<file path="config.mk">
export PLATFORM = sky130hd
export DESIGN_NAME = demux1to2_reg
export DESIGN_NICKNAME = d
export VERILOG_FILES = /design/src/rtl/demux1to2_reg_pkg.sv /design/src/rtl/demux1to2_reg_slot.sv /design/src/rtl/demux1to2_reg.sv
export SDC_FILE = /design/constraint.sdc
export NUM_CORES = 1
export LEC_CHECK = 0
export ABC_AREA = 1
export CORE_UTILIZATION = 48
export DETAILED_ROUTE_END_ITERATION = 7
export PLACE_DENSITY_LB_ADDON = 0.15
export SLEW_MARGIN = 20
export SYNTH_ARGS = -nofsm -noshare
export SYNTH_HDL_FRONTEND = slang
export SYNTH_SLANG_ARGS = --single-unit
</file>
<file path="constraint.sdc">
create_clock -name clk -period 2.3 [get_ports clk]
set_input_delay 0.345 -clock clk [delete_from_list [all_inputs] [get_ports clk]]
set_output_delay 0.345 -clock clk [all_outputs]
set_load 0.03 [all_outputs]
</file>
<file path="src/rtl/demux1to2_reg_pkg.sv">
// Shared definitions for the registered 1-to-2 demultiplexer and its benches:
// destination select codes, per-slot state encoding and the slot-ready rule.
package demux1to2_reg_pkg;

    localparam logic SEL_OUT0 = 1'b0;
    localparam logic SEL_OUT1 = 1'b1;

    typedef enum logic {
        ST_EMPTY = 1'b0,
        ST_FULL  = 1'b1
    } slot_state_t;

    // A slot can take a new word when it is empty or is being drained this cycle.
    function automatic logic slot_can_load(input logic valid, input logic consumer_ready);
        return ~valid | consumer_ready;
    endfunction

endpackage

</file>
<file path="src/rtl/demux1to2_reg_slot.sv">
// One-entry output holding slot: data register, EMPTY/FULL state and a
// wrapping count of words loaded since reset. The parent only asserts load
// when the slot can accept, so a load while full always coincides with a drain.
module demux_slot
    import demux1to2_reg_pkg::*;
#(
    parameter int WIDTH = 8,
    parameter int CNT_W = 8
) (
    input  logic             clk,
    input  logic             rst,
    input  logic             load,
    input  logic [WIDTH-1:0] din,
    input  logic             ready_out,
    output logic [WIDTH-1:0] dout,
    output logic             valid,
    output logic [CNT_W-1:0] cnt
);

    slot_state_t state;
    slot_state_t state_next;
    logic        drain;

    assign valid = (state == ST_FULL);
    assign drain = valid & ready_out;

    // State register for the EMPTY/FULL slot FSM.
    always_ff @(posedge clk) begin
        if (rst) begin
            state <= ST_EMPTY;
        end else begin
            state <= state_next;
        end
    end

    // Next state: fill on load, empty on drain unless refilled in the same cycle.
    always_comb begin
        state_next = state;
        case (state)
            ST_EMPTY: if (load)           state_next = ST_FULL;
            ST_FULL:  if (drain && !load) state_next = ST_EMPTY;
            default:                      state_next = ST_EMPTY;
        endcase
    end

    // Data register keeps its last word after a drain so the output stays quiet.
    always_ff @(posedge clk) begin
        if (rst) begin
            dout <= '0;
        end else if (load) begin
            dout <= din;
        end
    end

    // Count of words steered to this slot; wraps naturally at 2^CNT_W.
    always_ff @(posedge clk) begin
        if (rst) begin
            cnt <= '0;
        end else if (load) begin
            cnt <= cnt + 1'b1;
        end
    end

endmodule

</file>
<file path="src/rtl/demux1to2_reg.sv">
// Registered 1-to-2 demultiplexer: one valid/ready producer feeding two
// independent consumers through one-entry slots, with per-port word counters.
module demux1to2_reg
    import demux1to2_reg_pkg::*;
#(
    parameter int WIDTH = 8,
    parameter int CNT_W = 8
) (
    input  logic             clk,
    input  logic             rst,
    input  logic [WIDTH-1:0] in,
    input  logic             in_valid,
    input  logic             sel,
    output logic             in_ready,
    output logic [WIDTH-1:0] out0,
    output logic             out0_valid,
    input  logic             out0_ready,
    output logic [WIDTH-1:0] out1,
    output logic             out1_valid,
    input  logic             out1_ready,
    output logic [CNT_W-1:0] cnt0,
    output logic [CNT_W-1:0] cnt1
);

    logic slot_ready0;
    logic slot_ready1;
    logic accept;
    logic load0;
    logic load1;

    // Input readiness depends only on the selected slot, never on in_valid,
    // so a stalled port holds back only words addressed to it.
    always_comb begin
        slot_ready0 = slot_can_load(out0_valid, out0_ready);
        slot_ready1 = slot_can_load(out1_valid, out1_ready);
        in_ready    = (sel == SEL_OUT1) ? slot_ready1 : slot_ready0;
        accept      = in_valid & in_ready;
        load0       = accept & (sel == SEL_OUT0);
        load1       = accept & (sel == SEL_OUT1);
    end

    demux_slot #(
        .WIDTH (WIDTH),
        .CNT_W (CNT_W)
    ) u_slot0 (
        .clk       (clk),
        .rst       (rst),
        .load      (load0),
        .din       (in),
        .ready_out (out0_ready),
        .dout      (out0),
        .valid     (out0_valid),
        .cnt       (cnt0)
    );

    demux_slot #(
        .WIDTH (WIDTH),
        .CNT_W (CNT_W)
    ) u_slot1 (
        .clk       (clk),
        .rst       (rst),
        .load      (load1),
        .din       (in),
        .ready_out (out1_ready),
        .dout      (out1),
        .valid     (out1_valid),
        .cnt       (cnt1)
    );

endmodule
</file>
==> reports/qor.txt, run 1 <==
RUN STATUS
----------------------------------------------------------------------------------
Status .............................................................. complete, but fails checks
Violations in the final reports ..................................... design-rule violations

CLOCK TREE
----------------------------------------------------------------------------------
Post-CTS repair timing setup buffer count ...........................            0
Number of cells upsized or downsized after cts ......................            0
Number of buffers inserted by hold repair at cts ....................            0
Maximum level of the CTS H-tree .....................................            2
Root Driver ......................................................... sky130_fd_sc_hd__clkbuf_4
Skew-Pair Late Insertion Delay ......................................       330 ps
Total number of clock tree sinks ....................................           34
CTS tree ............................................................        built
Clock buffers created by TritonCTS ..................................            5
Clock Path Buffers ..................................................            2
Clk slew on worst S/H paths .........................................       100 ps

TIMING
----------------------------------------------------------------------------------
Final hold violations ...............................................            0
Fin crit period .....................................................      2090 ps
Layout Skew .........................................................      11.0 ps
Setup TNS ...........................................................         0 ps
Relative slew margins ...............................................        62.5%
Setup Viol. Count Final .............................................            0
Setup repair after global routing missed its margin .................           no
Count of final max-slew check failures ..............................            0
Final worst-path cycle share ........................................        90.9%
Fmax ................................................................      478 MHz
Hold slack ..........................................................       472 ps
Post-route worst setup slack ........................................       209 ps
Slew at the pin with the worst max-slew slack .......................       561 ps

FLOORPLANNING
----------------------------------------------------------------------------------
Initial core utilization ............................................        51.8%
Core box area ....................................................... 0.00281 sq mm
Row count ...........................................................           19
I/O pin total .......................................................           49
Die area ............................................................ 0.00325 sq mm
Die Y ...............................................................      57.0 um
Horizontal die dimension ............................................      57.0 um

CRITICAL PATH
----------------------------------------------------------------------------------
Worst r2r src ....................................................... u_slot0.valid
Sort of element at the end of the critical path .....................  output port
Startpoint type of the worst setup path .............................    input pin
Req. time, crit path ................................................      1960 ps
Arrival @ worst endpoint ............................................      1750 ps
Worst setup path start ..............................................   out1_ready
Critical path peak fanout ...........................................            3
Critical path class .................................................    in -> out

LOGIC SYNTHESIS
----------------------------------------------------------------------------------
Commonest cells in the synthesized netlist .......................... sky130_fd_sc_hd__nand2_1 (73), sky130_fd_sc_hd__dfxtp_1 (34), sky130_fd_sc_hd__a21oi_1 (26), sky130_fd_sc_hd__nor2_1 (18), sky130_fd_sc_hd__inv_1 (17)
Synth area leaders .................................................. sky130_fd_sc_hd__dfxtp_1 (47%), sky130_fd_sc_hd__nand2_1 (19%), sky130_fd_sc_hd__a21oi_1 (9.0%)
Yosys reg bits ......................................................           34
Avg Synthesized Cell Area ...........................................   7.12 sq um
Leading area contributor after synthesis ............................ sky130_fd_sc_hd__dfxtp_1
Flip-flop cell with the highest count after synthesis ............... sky130_fd_sc_hd__dfxtp_1
Count of flip-flops with a built-in enable after synthesis ..........            0
YS warnings .........................................................            0
Count of unique library cells instantiated by Yosys .................           20
Post-Synthesis Cell Area ............................................ 0.00145 sq mm
Fraction of registers with async set or reset after synthesis .......           0%
Most instantiated library cell after synthesis ...................... sky130_fd_sc_hd__nand2_1
Post-Syn Nets .......................................................          220
Portion of the post-synthesis area used by sequential elements ......        46.9%
Proportion of netlist area held by the largest area contributor .....        46.9%
Post-Synthesis Cells ................................................          204

DRT
----------------------------------------------------------------------------------
Remaining number of nets flagged by the antenna check after routing .            0
Iteration count of the initial detailed-routing pass ................            6
Final wirelength ....................................................      3160 um
Iteration-0 DRC count of the detailed router ........................           39
Post-DR vias/cell ...................................................         5.01
Routed length per instance ..........................................      11.0 um
Routed vias .........................................................         1433
DRC violations left .................................................            8

GLOBAL ROUTING
----------------------------------------------------------------------------------
Largest net degree at the start of global routing ...................           23
Initial antenna violation count .....................................            0
GRT Total Usage .....................................................        21.1%
Global-route wire length before repair ..............................      5380 um
Vias in the first global route ......................................         1294
Leftover overflow at the end of global routing ......................            0

FINISH
----------------------------------------------------------------------------------
Layout cell share with drive strength beyond 1 ......................        5.10%
Post-layout net count ...............................................          270
Layout Area Growth over Synthesis ...................................        37.7%
Number of antenna repair diodes .....................................            0

POWER AND IR DROP
----------------------------------------------------------------------------------
Peak supply drop ....................................................     0.390 mV
Power density cells .................................................  569 mW/mm^2
Cell leakage power ..................................................  0.000807 uW

JOB
----------------------------------------------------------------------------------
Max-cap violations ..................................................            0

WORST HOLD PATH
----------------------------------------------------------------------------------
Worst min path class ................................................   reg -> reg
Worst hold start .................................................... u_slot1.dout[7]

PLACE
----------------------------------------------------------------------------------
Worst setup timing slack at the placement stage .....................       207 ps
Count of buffers from port buffering ................................           48
GPL Wtd Cong ........................................................        0.772
HPWL after DPL ......................................................      2240 um

## cell families after synthesis
| family | count (synthesis) | synth area share (%) |
|---|---|---|
| AND/OR/NAND/NOR | 109 | 31.1 |
| flip-flops | 34 | 46.9 |
| AO/OA/AOI/OAI | 31 | 10.7 |
| buffers and inverters | 25 | 7.84 |
| XOR/XNOR | 3 | 1.81 |
| adder cells (fa/ha/maj) | 2 | 1.72 |
## area by class of cell
| class | instances | area, sq um |
|---|---|---|
| Timing Repair Buffer | 50 | 495 |
| Fill cell | 251 | 805 |
| Multi-Input combinational cell | 145 | 658 |
| Sequential cell | 34 | 681 |
| Clock inverter | 1 | 5.00 |
| Clock buffer | 7 | 55.1 |
| Inverter | 18 | 67.6 |
| Tap cell | 31 | 38.8 |
## where the power goes
part	switching, uW	internal, uW
clock	194	148
combinational	102	73.8
sequential	13.1	608
total	309	830
## critical path, cell delays in order
cell and delay [ps]:
sky130_fd_sc_hd__clkdlybuf4s50_1 450, sky130_fd_sc_hd__inv_1 40, sky130_fd_sc_hd__nand2_2 70, sky130_fd_sc_hd__nand2_1 100, sky130_fd_sc_hd__nand2_1 80, sky130_fd_sc_hd__clkdlybuf4s50_1 660
## stage by stage
step	util, %	cells	area, sq um	total power, uW
global placement	69.2	278	1940	809
CTS	71.3	286	2000	1150
finish	71.3	286	2000	1140
global route	71.3	286	2000	1190
floorplan	-	204	1450	735
detailed placement	69.2	278	1940	811
## registers in the layout, summed over array words and instances, names as in the netlist
name           cells
u_slot1.valid      1
u_slot0.dout       8
u_slot1.cnt        8
u_slot1.dout       8
u_slot0.cnt        8
u_slot0.valid      1
## path summary, 6_finish.rpt
| kind | to | cells after the start | slack (ps) |
|---|---|---|---|
| max | in_ready | 6 | 210 |
| min | u_slot1.dout[7] | 2 | 470 |
| max reg2reg | u_slot0.cnt[4] | 5 | 960 |
| min reg2reg | u_slot1.dout[7] | 2 | 470 |
## cells in the final DEF (no fill, tap or decap), drive strengths merged
master,n
nor3,3
dfxtp,34
nor2,20
clkinv,2
clkdlybuf4s50,48
ha,2
nand3,8
buf,2
o21ai,5
a21oi,26
nand3b,1
clkbuf,7
nand2,75
and2,1
inv,17
nand4,1
xor2,3
## routing by layer
layer  global-route usage (%)  vias to the layer above  share of wire, %
li1                         -                      744                 -
met1                     25.6                      647                47
met2                     35.5                       37                46
met3                     6.12                        5               5.8
met4                     8.01                        0              0.98
met5                        0                        -                 0
Power figures use the tool's default switching activity.
==> run 2, diff against run 1 <==
- CORE_MARGIN: unset -> 5
- SETUP_SLACK_MARGIN: unset -> 0.2
==> reports/qor.txt, run 2 (synthesis gave the netlist of run 1 again) <==
RUN STATUS
----------------------------------------------------------------------------------
Status ..............................................................    completed

CRITICAL PATH
----------------------------------------------------------------------------------
Req. time, crit path ................................................      1960 ps   about the same
Largest stage delay, worst path .....................................       710 ps   +50 ps
Kind of cell with the highest combined delay on the critical path ... buffers and inverters
Ordered list of cells on the worst path ............................. clkdlybuf4s50_1
Critical path peak fanout ...........................................            6   +3
Reg-to-Reg End ...................................................... u_slot0.cnt[6]
FF-to-FF path depth .................................................            6   +1
Worst r2r src ....................................................... u_slot0.cnt[1]
Arrival @ worst endpoint ............................................      1490 ps   -260 ps
Critical path class .................................................   reg -> out
CP max-delay cell ................................................... sky130_fd_sc_hd__clkdlybuf4s50_1
Sort of element at the end of the critical path .....................  output port
Buffers & Inverters on Critical Path ................................            1   -2
Register-to-register setup slack ....................................      1040 ps   +80 ps
Startpoint type of the worst setup path .............................     register

DRT
----------------------------------------------------------------------------------
Routed vias .........................................................         1432   -0.070%
Remaining number of nets flagged by the antenna check after routing .            0   unchanged
Final wirelength ....................................................      3300 um   +4.5%
Routed length per instance ..........................................      11.5 um   +3.8%
Post-DR vias/cell ...................................................         4.97   -0.76%
Iteration count of the initial detailed-routing pass ................            4   -2
DRC violations left .................................................            0   -8
Iteration-0 DRC count of the detailed router ........................           61   +56%

GLOBAL ROUTING
----------------------------------------------------------------------------------
Leftover overflow at the end of global routing ......................            0   unchanged
Largest net degree at the start of global routing ...................           22   -4.3%
GRT Total Usage .....................................................        17.4%   -3.7 points
Initial antenna violation count .....................................            0   unchanged
Global-route wire length before repair ..............................      5750 um   +6.9%
Vias in the first global route ......................................         1364   +5.4%

CLOCK TREE
----------------------------------------------------------------------------------
Skew-Pair Late Insertion Delay ......................................       330 ps   about the same
Clock Path Buffers ..................................................            2   unchanged
Total number of clock tree sinks ....................................           34   unchanged
Clock buffers created by TritonCTS ..................................            5   unchanged
Clk slew on worst S/H paths .........................................       100 ps   about the same
Maximum level of the CTS H-tree .....................................            2   unchanged
Number of buffers inserted by hold repair at cts ....................            0   unchanged
Root Driver ......................................................... sky130_fd_sc_hd__clkbuf_4
Post-CTS repair timing setup buffer count ...........................            0   unchanged
CTS tree ............................................................        built

FINISH
----------------------------------------------------------------------------------
Layout cell share with drive strength beyond 1 ......................        5.49%   +0.39 points
Multi-input gate area ...............................................    658 sq um   unchanged
Number of antenna repair diodes .....................................            0   unchanged
Commonest non-fill, non-tap cell in the layout ...................... sky130_fd_sc_hd__nand2_1
Post-layout net count ...............................................          271   +0.37%
Layout Area Growth over Synthesis ...................................        37.7%   unchanged
Leading cell types in the layout, fill and taps excluded ............ sky130_fd_sc_hd__nand2_1 (73), sky130_fd_sc_hd__clkdlybuf4s50_1 (47), sky130_fd_sc_hd__dfxtp_1 (34)
FF+latch area .......................................................    681 sq um   unchanged
Filler cell count ...................................................          283   +13%
Final std cell area, no fill ........................................ 0.00200 sq mm   unchanged

POWER AND IR DROP
----------------------------------------------------------------------------------
Peak supply drop ....................................................     0.427 mV   +9.4%
Net switching component of the power ................................       306 uW   -0.88%
Clock network power share ...........................................        27.4%   -2.6 points
Seq pwr share .......................................................        56.5%   +2.0 points
Switching power as a share of total power ...........................        27.9%   +0.75 points
Cell leakage power ..................................................  0.000812 uW   +0.63%
Relative contribution of combinational cells to total power .........        16.2%   +0.8 points
Total internal power ................................................       792 uW   -4.5%
Power density cells .................................................  549 mW/mm^2   -3.5%

FLOORPLANNING
----------------------------------------------------------------------------------
Horizontal die dimension ............................................      65.0 um   +14%
Initial core utilization ............................................        48.8%   -3.0 points
I/O pin total .......................................................           49   unchanged
Core box area ....................................................... 0.00298 sq mm   +6.2%
Die area ............................................................ 0.00423 sq mm   +30%
Die Y ...............................................................      65.0 um   +14%
Row count ...........................................................           20   +1

TIMING
----------------------------------------------------------------------------------
Setup repair after global routing missed its margin .................           no
Fin crit period .....................................................      1840 ps   -252 ps
Setup TNS ...........................................................         0 ps   unchanged
Post-route worst setup slack ........................................       460 ps   +252 ps
Count of final max-slew check failures ..............................            0   unchanged
Slew at the pin with the worst max-slew slack .......................       391 ps   -170 ps
Hold slack ..........................................................       472 ps   -0.333 ps
Setup Viol. Count Final .............................................            0   unchanged
Relative slew margins ...............................................        73.9%   +11 points
Final worst-path cycle share ........................................        80.0%   -11 points
Final hold violations ...............................................            0   unchanged
Layout Skew .........................................................      9.25 ps   -1.79 ps
Fmax ................................................................      543 MHz   +14%

PLACE
----------------------------------------------------------------------------------
Standard cell area after detailed placement ......................... 0.00195 sq mm   +0.52%
Worst setup timing slack at the placement stage .....................       211 ps   +4.07 ps
Count of buffers from port buffering ................................           48   unchanged
GPL Wtd Cong ........................................................        0.798   +3.3%
HPWL after DPL ......................................................      2390 um   +6.7%

WORST HOLD PATH
----------------------------------------------------------------------------------
Worst min path class ................................................   reg -> reg
Worst hold start .................................................... u_slot0.dout[5]
Worst-case hold path end point ...................................... u_slot0.dout[5]
Cell depth of the worst hold path ...................................            2   unchanged

JOB
----------------------------------------------------------------------------------
Max-cap violations ..................................................            0   unchanged

## run 2: changes by cell type in the layout (fill, tap and decap cells not counted), sizes merged
cell and delta:
clkinv +1, clkdlybuf4s50 -1, buf +1, dlymetal6s2s +1, clkbuf -2
## run 2: cell type report
class	count	area share (%)
Clock inverter	2	0.500
Multi-Input combinational cell	145	32.9
Tap cell	33	2.06
Timing Repair Buffer	51	25.3
Clock buffer	5	1.88
Inverter	18	3.38
Sequential cell	34	34.0
## run 2: worst max path at each step
stage / from / slack [ps] / depth (start not counted) / to
after global placement: out1_ready / 220 / 6 / in_ready
after global routing: u_slot1.cnt[2] / 380 / 1 / cnt1[2]
after detailed placement: out1_ready / 210 / 6 / in_ready
after floorplan: u_slot1.cnt[0] / 920 / 8 / u_slot1.cnt[6]
after CTS: out1_ready / 200 / 6 / in_ready
final: u_slot0.cnt[2] / 460 / 1 / cnt0[2]
## run 2: power by group through the flow
| stage | Combinational, uW | Clock, uW | Sequential, uW |
|---|---|---|---|
| finish | 177 | 300 | 620 |
| global route | 191 | 342 | 625 |
| CTS | 180 | 311 | 621 |
| detailed placement | 179 | 0 | 634 |
| global placement | 178 | 0 | 634 |
| floorplan | 64.2 | 0 | 671 |
## run 2: metrics by stage
step	std cells	power, uW	utilization, %
6_report	288	1100	67.2
5_1_grt	288	1160	67.2
4_1_cts	288	1110	67.1
3_5_place_dp	281	813	65.5
3_3_place_gp	281	812	65.5
2_1_floorplan	204	735	-
## run 2: what timing repair did
action                                 CTS  global route
endpoints found under the hold margin    0             0
setup endpoints to repair                0             1
gates resized for setup                  0             1
## run 2: layer usage
metal  global-route usage [%]  wire length [um]  vias up
met5                        0                 0        -
met1                     19.8              1540      637
li1                         -                 -      740
met4                     5.44                43        0
met2                     29.4              1440       50
met3                     7.45               278        5
## run 2: worst min-delay path, delay by kind of cell, from the launching register on
| family | cells | cell delay (ps) |
|---|---|---|
| simple gates | 1 | 60 |
| compound gates | 1 | 50 |
| flops | 1 | 320 |
